### src/rtl/ntt_sched_pkg.sv
// Shared types and the butterfly address generator for the NTT/INTT scheduler.
package ntt_sched_pkg;

  typedef enum logic [1:0] {
    IDLE  = 2'd0,
    ISSUE = 2'd1,
    DRAIN = 2'd2,
    DONE  = 2'd3
  } state_e;

  typedef enum logic {
    NTT_CT  = 1'b0,
    INTT_GS = 1'b1
  } mode_e;

  localparam int MEM_LAT_DEF = 1;
  localparam int BFU_LAT_DEF = 4;
  localparam int L           = MEM_LAT_DEF + BFU_LAT_DEF;

  // Widest address the generator produces; callers keep the low LOG2N bits.
  localparam int AW_MAX = 16;

  typedef struct packed {
    logic [AW_MAX-1:0] addr1;
    logic [AW_MAX-1:0] addr2;
    logic [AW_MAX-1:0] zeta;
  } bfly_addr_t;

  // Butterfly b of stage s: forward transform halves the span every stage,
  // inverse transform doubles it. Twiddle index walks the bit-reversed table.
  function automatic bfly_addr_t addr_gen(input int unsigned s,
                                          input int unsigned b,
                                          input mode_e       mode,
                                          input int unsigned log2n);
    int unsigned lg;
    int unsigned len;
    int unsigned grp;
    int unsigned off;
    int unsigned a1;
    int unsigned zb;
    bfly_addr_t  r;
    lg  = (mode == INTT_GS) ? s : (log2n - 32'd1 - s);
    len = 32'd1 << lg;
    grp = b >> lg;
    off = b & (len - 32'd1);
    a1  = (grp << (lg + 32'd1)) | off;
    zb  = (mode == INTT_GS) ? ((32'd1 << log2n) >> (s + 32'd1)) : (32'd1 << s);
    r.addr1 = AW_MAX'(a1);
    r.addr2 = AW_MAX'(a1 + len);
    r.zeta  = AW_MAX'(zb + grp);
    return r;
  endfunction

endpackage

### src/rtl/ntt_delay_line.sv
// Fixed-length, never-stalled shift register; clears on reset so no stale
// strobe can escape after an aborted transform.
module ntt_delay_line #(
  parameter int WIDTH = 1,
  parameter int DEPTH = 1
) (
  input  logic             clk_i,
  input  logic             reset_ni,
  input  logic [WIDTH-1:0] din,
  output logic [WIDTH-1:0] dout
);

  logic [WIDTH-1:0] pipe_q [DEPTH];

  // Shift one stage per clock, flush every stage on reset.
  always_ff @(posedge clk_i or negedge reset_ni) begin
    if (!reset_ni) begin
      for (int i = 0; i < DEPTH; i++) pipe_q[i] <= '0;
    end else begin
      pipe_q[0] <= din;
      for (int i = 1; i < DEPTH; i++) pipe_q[i] <= pipe_q[i-1];
    end
  end

  assign dout = pipe_q[DEPTH-1];

endmodule

### src/rtl/ntt_bfu_scheduler.sv
// Sequences butterfly reads, twiddle indices and matching write-backs over
// all stages of an in-place NTT/INTT, draining the pipeline between stages.
module ntt_bfu_scheduler
  import ntt_sched_pkg::*;
#(
  parameter int N       = 256,
  parameter int LOG2N   = 8,
  parameter int MEM_LAT = 1,
  parameter int BFU_LAT = 4
) (
  input  logic             clk_i,
  input  logic             reset_ni,
  input  logic             start_i,
  input  logic             mode_i,
  input  logic             stall_i,
  output logic             busy_o,
  output logic             done_o,
  output logic             mode_o,
  output logic             rd_en_o,
  output logic [LOG2N-1:0] rd_addr1_o,
  output logic [LOG2N-1:0] rd_addr2_o,
  output logic [LOG2N-1:0] zeta_addr_o,
  output logic             bfu_valid_o,
  output logic             wr_en_o,
  output logic [LOG2N-1:0] wr_addr1_o,
  output logic [LOG2N-1:0] wr_addr2_o
);

  localparam int LAT = MEM_LAT + BFU_LAT;
  localparam int BW  = LOG2N - 1;
  localparam int CW  = $clog2(LAT) + 1;
  localparam int WRW = 2 * LOG2N + 1;

  localparam logic [BW-1:0]    LAST_BFLY  = BW'(N / 2 - 1);
  localparam logic [LOG2N-1:0] LAST_STAGE = LOG2N'(LOG2N - 1);
  localparam logic [CW-1:0]    LAST_DRAIN = CW'(LAT - 1);

  state_e           state_q;
  mode_e            mode_q;
  logic [LOG2N-1:0] stage_q;
  logic [BW-1:0]    bfly_q;
  logic [CW-1:0]    drain_q;
  bfly_addr_t       ag;
  logic [WRW-1:0]   wr_bus;

  assign mode_o = (mode_q == INTT_GS);

  // Addresses for the butterfly that would be issued this cycle.
  always_comb begin
    ag = addr_gen(32'(stage_q), 32'(bfly_q), mode_q, LOG2N);
  end

  // Main sequencer: state, counters and every registered control output.
  always_ff @(posedge clk_i or negedge reset_ni) begin
    if (!reset_ni) begin
      state_q     <= IDLE;
      mode_q      <= NTT_CT;
      stage_q     <= '0;
      bfly_q      <= '0;
      drain_q     <= '0;
      busy_o      <= 1'b0;
      done_o      <= 1'b0;
      rd_en_o     <= 1'b0;
      rd_addr1_o  <= '0;
      rd_addr2_o  <= '0;
      zeta_addr_o <= '0;
    end else begin
      rd_en_o <= 1'b0;
      done_o  <= 1'b0;
      case (state_q)
        IDLE: begin
          if (start_i) begin
            state_q <= ISSUE;
            mode_q  <= mode_e'(mode_i);
            stage_q <= '0;
            bfly_q  <= '0;
            drain_q <= '0;
            busy_o  <= 1'b1;
          end else begin
            busy_o <= 1'b0;
          end
        end
        ISSUE: begin
          if (!stall_i) begin
            rd_en_o     <= 1'b1;
            rd_addr1_o  <= ag.addr1[LOG2N-1:0];
            rd_addr2_o  <= ag.addr2[LOG2N-1:0];
            zeta_addr_o <= ag.zeta[LOG2N-1:0];
            if (bfly_q == LAST_BFLY) begin
              bfly_q  <= '0;
              drain_q <= '0;
              state_q <= DRAIN;
            end else begin
              bfly_q <= bfly_q + 1'b1;
            end
          end
        end
        DRAIN: begin
          if (drain_q == LAST_DRAIN) begin
            drain_q <= '0;
            if (stage_q == LAST_STAGE) begin
              state_q <= DONE;
            end else begin
              stage_q <= stage_q + 1'b1;
              state_q <= ISSUE;
            end
          end else begin
            drain_q <= drain_q + 1'b1;
          end
        end
        DONE: begin
          done_o  <= 1'b1;
          state_q <= IDLE;
        end
        default: state_q <= IDLE;
      endcase
    end
  end

  ntt_delay_line #(
    .WIDTH (1),
    .DEPTH (MEM_LAT)
  ) u_valid_dly (
    .clk_i    (clk_i),
    .reset_ni (reset_ni),
    .din      (rd_en_o),
    .dout     (bfu_valid_o)
  );

  ntt_delay_line #(
    .WIDTH (WRW),
    .DEPTH (LAT)
  ) u_wr_dly (
    .clk_i    (clk_i),
    .reset_ni (reset_ni),
    .din      ({rd_en_o, rd_addr1_o, rd_addr2_o}),
    .dout     (wr_bus)
  );

  assign {wr_en_o, wr_addr1_o, wr_addr2_o} = wr_bus;

endmodule
### config.mk
export PLATFORM = sky130hd
export DESIGN_NAME = ntt_bfu_scheduler
export DESIGN_NICKNAME = d
export VERILOG_FILES = /design/src/rtl/ntt_sched_pkg.sv /design/src/rtl/ntt_delay_line.sv /design/src/rtl/ntt_bfu_scheduler.sv
export SDC_FILE = /design/constraint.sdc
export NUM_CORES = 1
export LEC_CHECK = 0
export BUFFER_PORTS_ARGS = -buffer_cell sky130_fd_sc_hd__buf_2
export CORE_MARGIN = 2
export CORE_UTILIZATION = 54
export CTS_CLUSTER_SIZE = 25
export DETAILED_ROUTE_END_ITERATION = 10
export PLACE_DENSITY = 0.76
export SYNTH_ARGS = -nofsm -noshare
export SYNTH_HDL_FRONTEND = slang
export SYNTH_SLANG_ARGS = --single-unit
### constraint.sdc
create_clock -name clk_i -period 5.5 [get_ports clk_i]
set_clock_uncertainty 0.2 [all_clocks]
set_input_delay 0.55 -clock clk_i [delete_from_list [all_inputs] [get_ports clk_i]]
set_output_delay 0.55 -clock clk_i [all_outputs]
set_load 0.1 [all_outputs]
==> metrics, run 1 <==
status complete, no violations; top-count cell post-synth dfrtp_1; # diodes 0; Worst Slack Setup Final 0.1713 ns; Post-synth EDFFs 0; Commonest cells post-synth 134 x dfrtp_1, 77 x nand2_1, 57 x nor2_1, 41 x o21ai_0, 29 x ha_1; initial antenna violation count 0; VDD IR max 0.0002107 V; floorplan core area roughly 12000 um2; Layout Nets 730; fraction of layout instances using a drive strength above 1 0.2079; fraction of registers with async set/reset 1.000; Final period util 0.9689; CTS clock-pin slew for the worst setup and hold paths around 0.06 ns; Slew @ Worst Pin 0.7982 ns; Rel. slew slack 0.4679; Final Setup Violations 0; die area around 13000 um2; top cell type by total area after synthesis dfrtp_1; Cell variety after synth slightly below 80; # DRC 0; Detailed Route WL roughly 15000 um; number of buffers created by CTS 17; H-tree depth 4; Seq/Total Area, Yosys 0.5040; Worst Setup End Kind flop; leakage 3.597 nW; CTS tree yes; routed vias 4935; synthesized instance count roughly 650; IO Pins 51; worst skew pair latency 0.42 ns; Mean Syn Cell Area 10.25 um2; Seq cells post-synth 134; area grow syn2layout 14.67%; nature of the critical path startpoint flop; vias per inst 5.779; Die W ~110 um; Netlist Area Pre-Place 6653 um2; largest net degree at the start of global routing 69; post-synth top area share 0.5040; Worst EP required 5.59 ns; clock root buffer clkbuf_16; worst slack at placement just under 0.07 ns; crit path max fanout 9; dpl hpwl 10220 um; I/O Buffers 50; Post-DRT Antenna Nets 0; Pwr Total ~3.2 mW; Starting DRT DRC Count 403; main flop type after synthesis dfrtp_1; Clock Tree Buf Depth 2; Max Clock Freq around 0.19 GHz; footprint of the multi-input gates 2977 um2; Die Y-Extent roughly 110 um; Fin. Hold Viols 0; syn_nets 685; first-pass GRT wire length 24320 um; crit path DAT about 5.4 ns; min cycle time layout 5.329 ns; WS Path Type flop to flop; Reg area approximately 3400 um2; site row count 40; Pins Over Slew Limit 0; Power Density ~410 nW/um2; FILL cells 937; synth top area cells dfrtp_1 50%, ha_1 5.5%, nand2_1 4.3%, nor2_1 3.2%, o21ai_0 3.1%; MaxCap Viol Count 0; number of global-route vias before repair 4837; routed len/inst 17.31 um; Initial Util 0.5539; global route overflow 0; first drt pass iteration count 5; clk sinks around 130; gp weighted congestion 0.9169; Total GRT Usage 0.2386; Synthesis Warnings 0; Min-Delay Path Class flop to flop
repair_timing:
action	CTS	global route
hold buffers	1	0
buffers inserted	0	4
endpoints found under the hold margin	66	0
endpoints found under the setup margin	0	1
gates resized for setup	0	8
flip-flops by register name, summed over array words and instances, names as in the netlist:
signal and count:
bfly_q 7, busy_o 1, done_o 1, drain_q 4, mode_o 1, rd_addr1_o 8
rd_addr2_o 8, rd_en_o 1, stage_q 8, state_q 2, u_valid_dly.dout 1, u_wr_dly.dout 17
u_wr_dly.pipe_q 67, zeta_addr_o 8
stage by stage:
stage	hold WS, ns	instance area (um2)	std cells	utilization	setup TNS [ns]
floorplan	0.05441	6665	649	-	0
global placement	0.1314	6978	816	0.5809	0
detailed placement	0.1347	6978	816	0.5809	0
CTS	0.1417	7547	849	0.6283	0
global route	0.1465	7629	854	0.6351	-0.02372
finish	0.1403	7629	854	0.6351	0
per-layer routing:
layer / vias to the layer above / GRT usage / wire, um
li1: 2353 / - / -
met1: 2426 / 0.3000 / 6345
met3: 23 / 0.06484 / 661
met5: - / 0 / 0
met4: 0 / 0.08273 / 289
met2: 133 / 0.3996 / 7486
layout make-up:
class	count	area share
well taps	147	0.02411
flip-flops and latches	134	0.4401
multi-input cells	440	0.3902
clock buffers	18	0.05757
clock inverters	14	0.01575
inverters	24	0.01181
repair buffers	77	0.06052
cell usage in the layout, fill, tap and decap left out, types with 6 or more instances in the layout:
master     instances
buf_2             49
mux2_2             7
mux2i_1            6
buf_4             26
dfrtp_1          133
nor3_1            10
nand3_1           19
inv_1             24
a31oi_1            8
nor2_1            56
o21ai_0           41
xor2_1            12
clkbuf_16         17
nand2b_1           8
nor2b_1            9
or3_1              6
clkinv_4           8
and2_1             6
a21oi_1           20
nand2_1           77
ha_1              28
xnor2_1           14
critical path, cell delays in order, from the launching register on:
cell and delay, ns:
dfrtp_4 0.53, or2_1 0.27, o32ai_2 0.29, and3_4 0.26
nand2_1 0.06, ha_1 0.19, or4_1 0.54, nor4_2 0.28
o31a_2 0.19, o21ai_2 0.07, or2_0 0.24, o31ai_1 0.50
ha_1 0.32, a21oi_2 0.08, o2111ai_1 0.18, o211ai_1 0.13
xor2_1 0.17, or4_1 0.41, and3b_1 0.23, nor3_1 0.05
logic make-up (layout without fill, tap and decap cells):
kind of cell / count (synthesis) / in the layout / share of synthesized area
and+or+nand+nor: 239 / 240 / 0.1813
DFF: 134 / 134 / 0.5040
AOI/OAI and AO/OA: 125 / 125 / 0.1266
buffers and inverters: 76 / 133 / 0.05736
adders and majority gates: 31 / 31 / 0.06056
xor gates and xnor gates: 28 / 28 / 0.03912
muxes: 16 / 16 / 0.03103
path summary, 6_finish.rpt:
kind                                            endpoint  cells past startpoint  slack (ns)                     startpoint
max                            rd_addr2_o[7]$_DFFE_PN0P_                     19        0.17             mode_o$_DFFE_PN0P_
min                        u_wr_dly.pipe_q[57]$_DFF_PN0_                      0        0.14  u_wr_dly.pipe_q[74]$_DFF_PN0_
max reg2reg                    rd_addr2_o[7]$_DFFE_PN0P_                     19        0.17             mode_o$_DFFE_PN0P_
min reg2reg                u_wr_dly.pipe_q[57]$_DFF_PN0_                      0        0.14  u_wr_dly.pipe_q[74]$_DFF_PN0_
max in group asynchronous  u_wr_dly.pipe_q[73]$_DFF_PN0_                      3        3.37                       reset_ni
min in group asynchronous     u_wr_dly.dout[8]$_DFF_PN0_                      2        0.49                       reset_ni
report_power, final:
part,switching [mW],internal [mW],total [mW]
registers,0.123,1.17,1.29
logic,0.646,0.163,0.809
clock network,0.455,0.599,1.05
Note: power is estimated with default switching activity, not from simulation.
==> run 2: changes to the inputs <==
--- a/config.mk
+++ b/config.mk
@@ -12,2 +12,3 @@
 export DETAILED_ROUTE_END_ITERATION = 10
+export GPL_TIMING_DRIVEN = 0
 export PLACE_DENSITY = 0.76
--- a/constraint.sdc
+++ b/constraint.sdc
@@ -4,2 +4,2 @@
 set_output_delay 0.55 -clock clk_i [all_outputs]
-set_load 0.1 [all_outputs]
+set_load 0.05 [all_outputs]
==> run 2 against run 1 <==
The run now ends with setup timing left. Sequential share of layout area fell by 1.8 points. Worst hold slack improved by 0.0057 ns. Highest routed layer unchanged. First-iteration DRC count rose by 0.25%. Cell count rose by 4.3%. Largest power group unchanged. Core utilization rose by 2.7 points. Global-route usage rose by 2.5 points. Design area rose by 4.3%.
==> metrics, run 2 (synthesis results as in run 1) <==
area grow syn2layout 19.58%; Reg with most FFs u_wr_dly.pipe_q; Initial Util 0.5539 (unchanged); Fin. Hold Viols 0 (unchanged); Starting DRT DRC Count 404 (+0.25%); I/O Buffers 50 (unchanged); dpl hpwl 11250 um (+10%); GR peak layer met2; WS Path Type flop to flop; Placed Area 7129 um2 (+2.2%); worst slack at placement -0.6588 ns (-0.7272 ns); Worst Slack Setup Final -0.04615 ns (-0.2175 ns); Layout Nets 767 (+5.1%); Max Clock Freq 0.1803 GHz (-3.9%); vias per inst 5.737 (-0.71%); HP Start u_wr_dly.pipe_q[38]$_DFF_PN0_; Pins Over Slew Limit 0 (unchanged); number of flip-flops in the largest register 67 (unchanged); Final Setup Violations 1 (+1); grt met3 use 0.05640 (-0.008434); Critical path origin stage_q[3]$_DFFE_PN0P_; leakage 3.746 nW (+4.1%); crit path DAT 5.64 ns (+0.22 ns); met2 Usage GRT 0.4471 (+0.04745); RSZ-0062 raised after global routing yes; Worst EP required 5.59 ns (about the same); crit path max fanout 9 (unchanged); Finished Cell Area 7955 um2 (+4.3%); largest net degree at the start of global routing 101 (+46%); worst skew pair latency 0.42 ns (about the same); Final period util 1.008 (+0.03954); failing checks setup timing; IO Pins 51 (unchanged); floorplan core area 12010 um2 (unchanged); FF-to-FF Start stage_q[3]$_DFFE_PN0P_; CTS tree yes; WHS 0.1460 ns (+0.005672 ns); routed len/inst 18.28 um (+5.6%); routed vias 5112 (+3.6%); H-tree depth 4 (unchanged); VDD IR max 0.0001815 V (-14%); fraction of layout instances using a drive strength above 1 0.2285 (+0.02057); crit path cell chain clkbuf_8, inv_1, ha_4, xor2_1, o32ai_1, and3_1, buf_6, nand2_1, ha_1, or4_1, nor4_2, o31a_2, o21ai_4, or2_1, or4_4, nand2_4, ha_1, a21oi_2, o2111ai_1, o211ai_1, xor2_2, or4_1, and3b_1, nor3_1; # DRC 0 (unchanged); clock root buffer clkbuf_16; min cycle time layout 5.546 ns (+0.2175 ns); Die Y-Extent 115.0 um (unchanged); Pwr Total 3.109 mW (-1.5%); number of buffers created by CTS 17 (unchanged); gp weighted congestion 0.8919 (-2.7%); # diodes 0 (unchanged); Min-Delay Path Class flop to flop; clk sinks 134 (unchanged); Die W 115.0 um (unchanged); initial antenna violation count 0 (unchanged); Total GRT Usage 0.2633 (+0.02470); status finished with violations; FF-to-FF setup slack -0.05 ns (-0.22 ns); die area 13220 um2 (unchanged); MaxCap Viol Count 0 (unchanged); number of global-route vias before repair 5137 (+6.2%); Worst Setup End Kind flop; Slew @ Worst Pin 0.7878 ns (-0.01036 ns); first drt pass iteration count 6 (+1); Clock Tree Buf Depth 2 (unchanged); CTS clock-pin slew for the worst setup and hold paths 0.07 ns (about the same); largest stage delay on the critical path 0.54 ns (about the same); Post-DRT Antenna Nets 0 (unchanged); CP bufs+invs 3 (+3); Detailed Route WL 16290 um (+10%); most frequent cells in the layout 133 x dfrtp_1, 76 x nand2_1, 57 x buf_2; Rel. slew slack 0.4725 (+0.004606); site row count 40 (unchanged); Power Density 390.8 nW/um2 (-5.5%); global route overflow 0 (unchanged); nature of the critical path startpoint flop; CP top delay family simple AND/OR/NAND/NOR gates; FILL cells 930 (-0.75%); commonest non-fill, non-tap cell in the layout dfrtp_1; first-pass GRT wire length 26520 um (+9.1%); GR Util met1 0.3252 (+0.02527); slowest CP cell or4_1
-- run 2: cell count changes in the layout (fill, tap and decap cells not counted), moves of 2 or more --
cell        before  now
clkbuf_1         0   19
buf_2           49   57
buf_4           26   33
clkinv_4         8    1
bufinv_16        0    3
inv_6            3    6
buf_6            1    3
clkinvlp_4       1    3
-- run 2: stage by stage --
step / TNS (ns) / cells / utilization
6_report: -0.04615 / 891 / 0.6623
5_1_grt: -0.2969 / 891 / 0.6623
4_1_cts: 0 / 891 / 0.6604
3_5_place_dp: -0.7600 / 847 / 0.5935
3_3_place_gp: -0.6542 / 846 / 0.5907
2_1_floorplan: 0 / 649 / -
-- run 2: path summary, 6_finish.rpt --
| path | to | cells after the start |
|---|---|---|
| worst max-delay path | rd_addr2_o[7]$_DFFE_PN0P_ | 24 |
| worst min-delay path | u_wr_dly.pipe_q[21]$_DFF_PN0_ | 0 |
| worst max register to register | rd_addr2_o[7]$_DFFE_PN0P_ | 24 |
| worst min register to register | u_wr_dly.pipe_q[21]$_DFF_PN0_ | 0 |
| max in group asynchronous | u_wr_dly.pipe_q[29]$_DFF_PN0_ | 3 |
| min in group asynchronous | u_wr_dly.dout[8]$_DFF_PN0_ | 2 |
-- run 2: worst reg2reg max path, delay by kind of cell, from the launching register on --
family | cells | cell delay (ns)
and+or+nand+nor | 10 | 2.62
AOI/OAI and AO/OA | 6 | 1.03
DFF | 1 | 0.36
adders and majority gates | 3 | 0.59
xor gates and xnor gates | 2 | 0.30
buffers and inverters | 3 | 0.31
-- run 2: cell type report --
class | count | area, um2 | area share
multi-input cells | 439 | 3008 | 0.3781
well taps | 147 | 183.9 | 0.02312
clock inverters | 14 | 190.2 | 0.02391
plain buffers | 50 | 310.3 | 0.03901
clock buffers | 18 | 429.2 | 0.05395
flip-flops and latches | 134 | 3354 | 0.4217
repair buffers | 65 | 389.1 | 0.04891
inverters | 24 | 90.09 | 0.01132
-- run 2: what timing repair did --
action	CTS	global route
setup endpoints to repair	3	3
setup buffers	13	0
gates resized for setup	20	3
hold buffers	1	0
pin swaps	8	3
endpoints found under the hold margin	34	0
-- run 2: metal layers --
layer  vias up  wire (um)
met1      2504       6906
met5         -          0
met4         0        507
met3        34        670
li1       2414          -
met2       160       8206
-- run 2: report_power, final --
group	leakage (nW)	switching, mW	internal [mW]
sequential	1.72	0.0871	1.17
clock	0.292	0.460	0.726
combinational	1.74	0.465	0.200
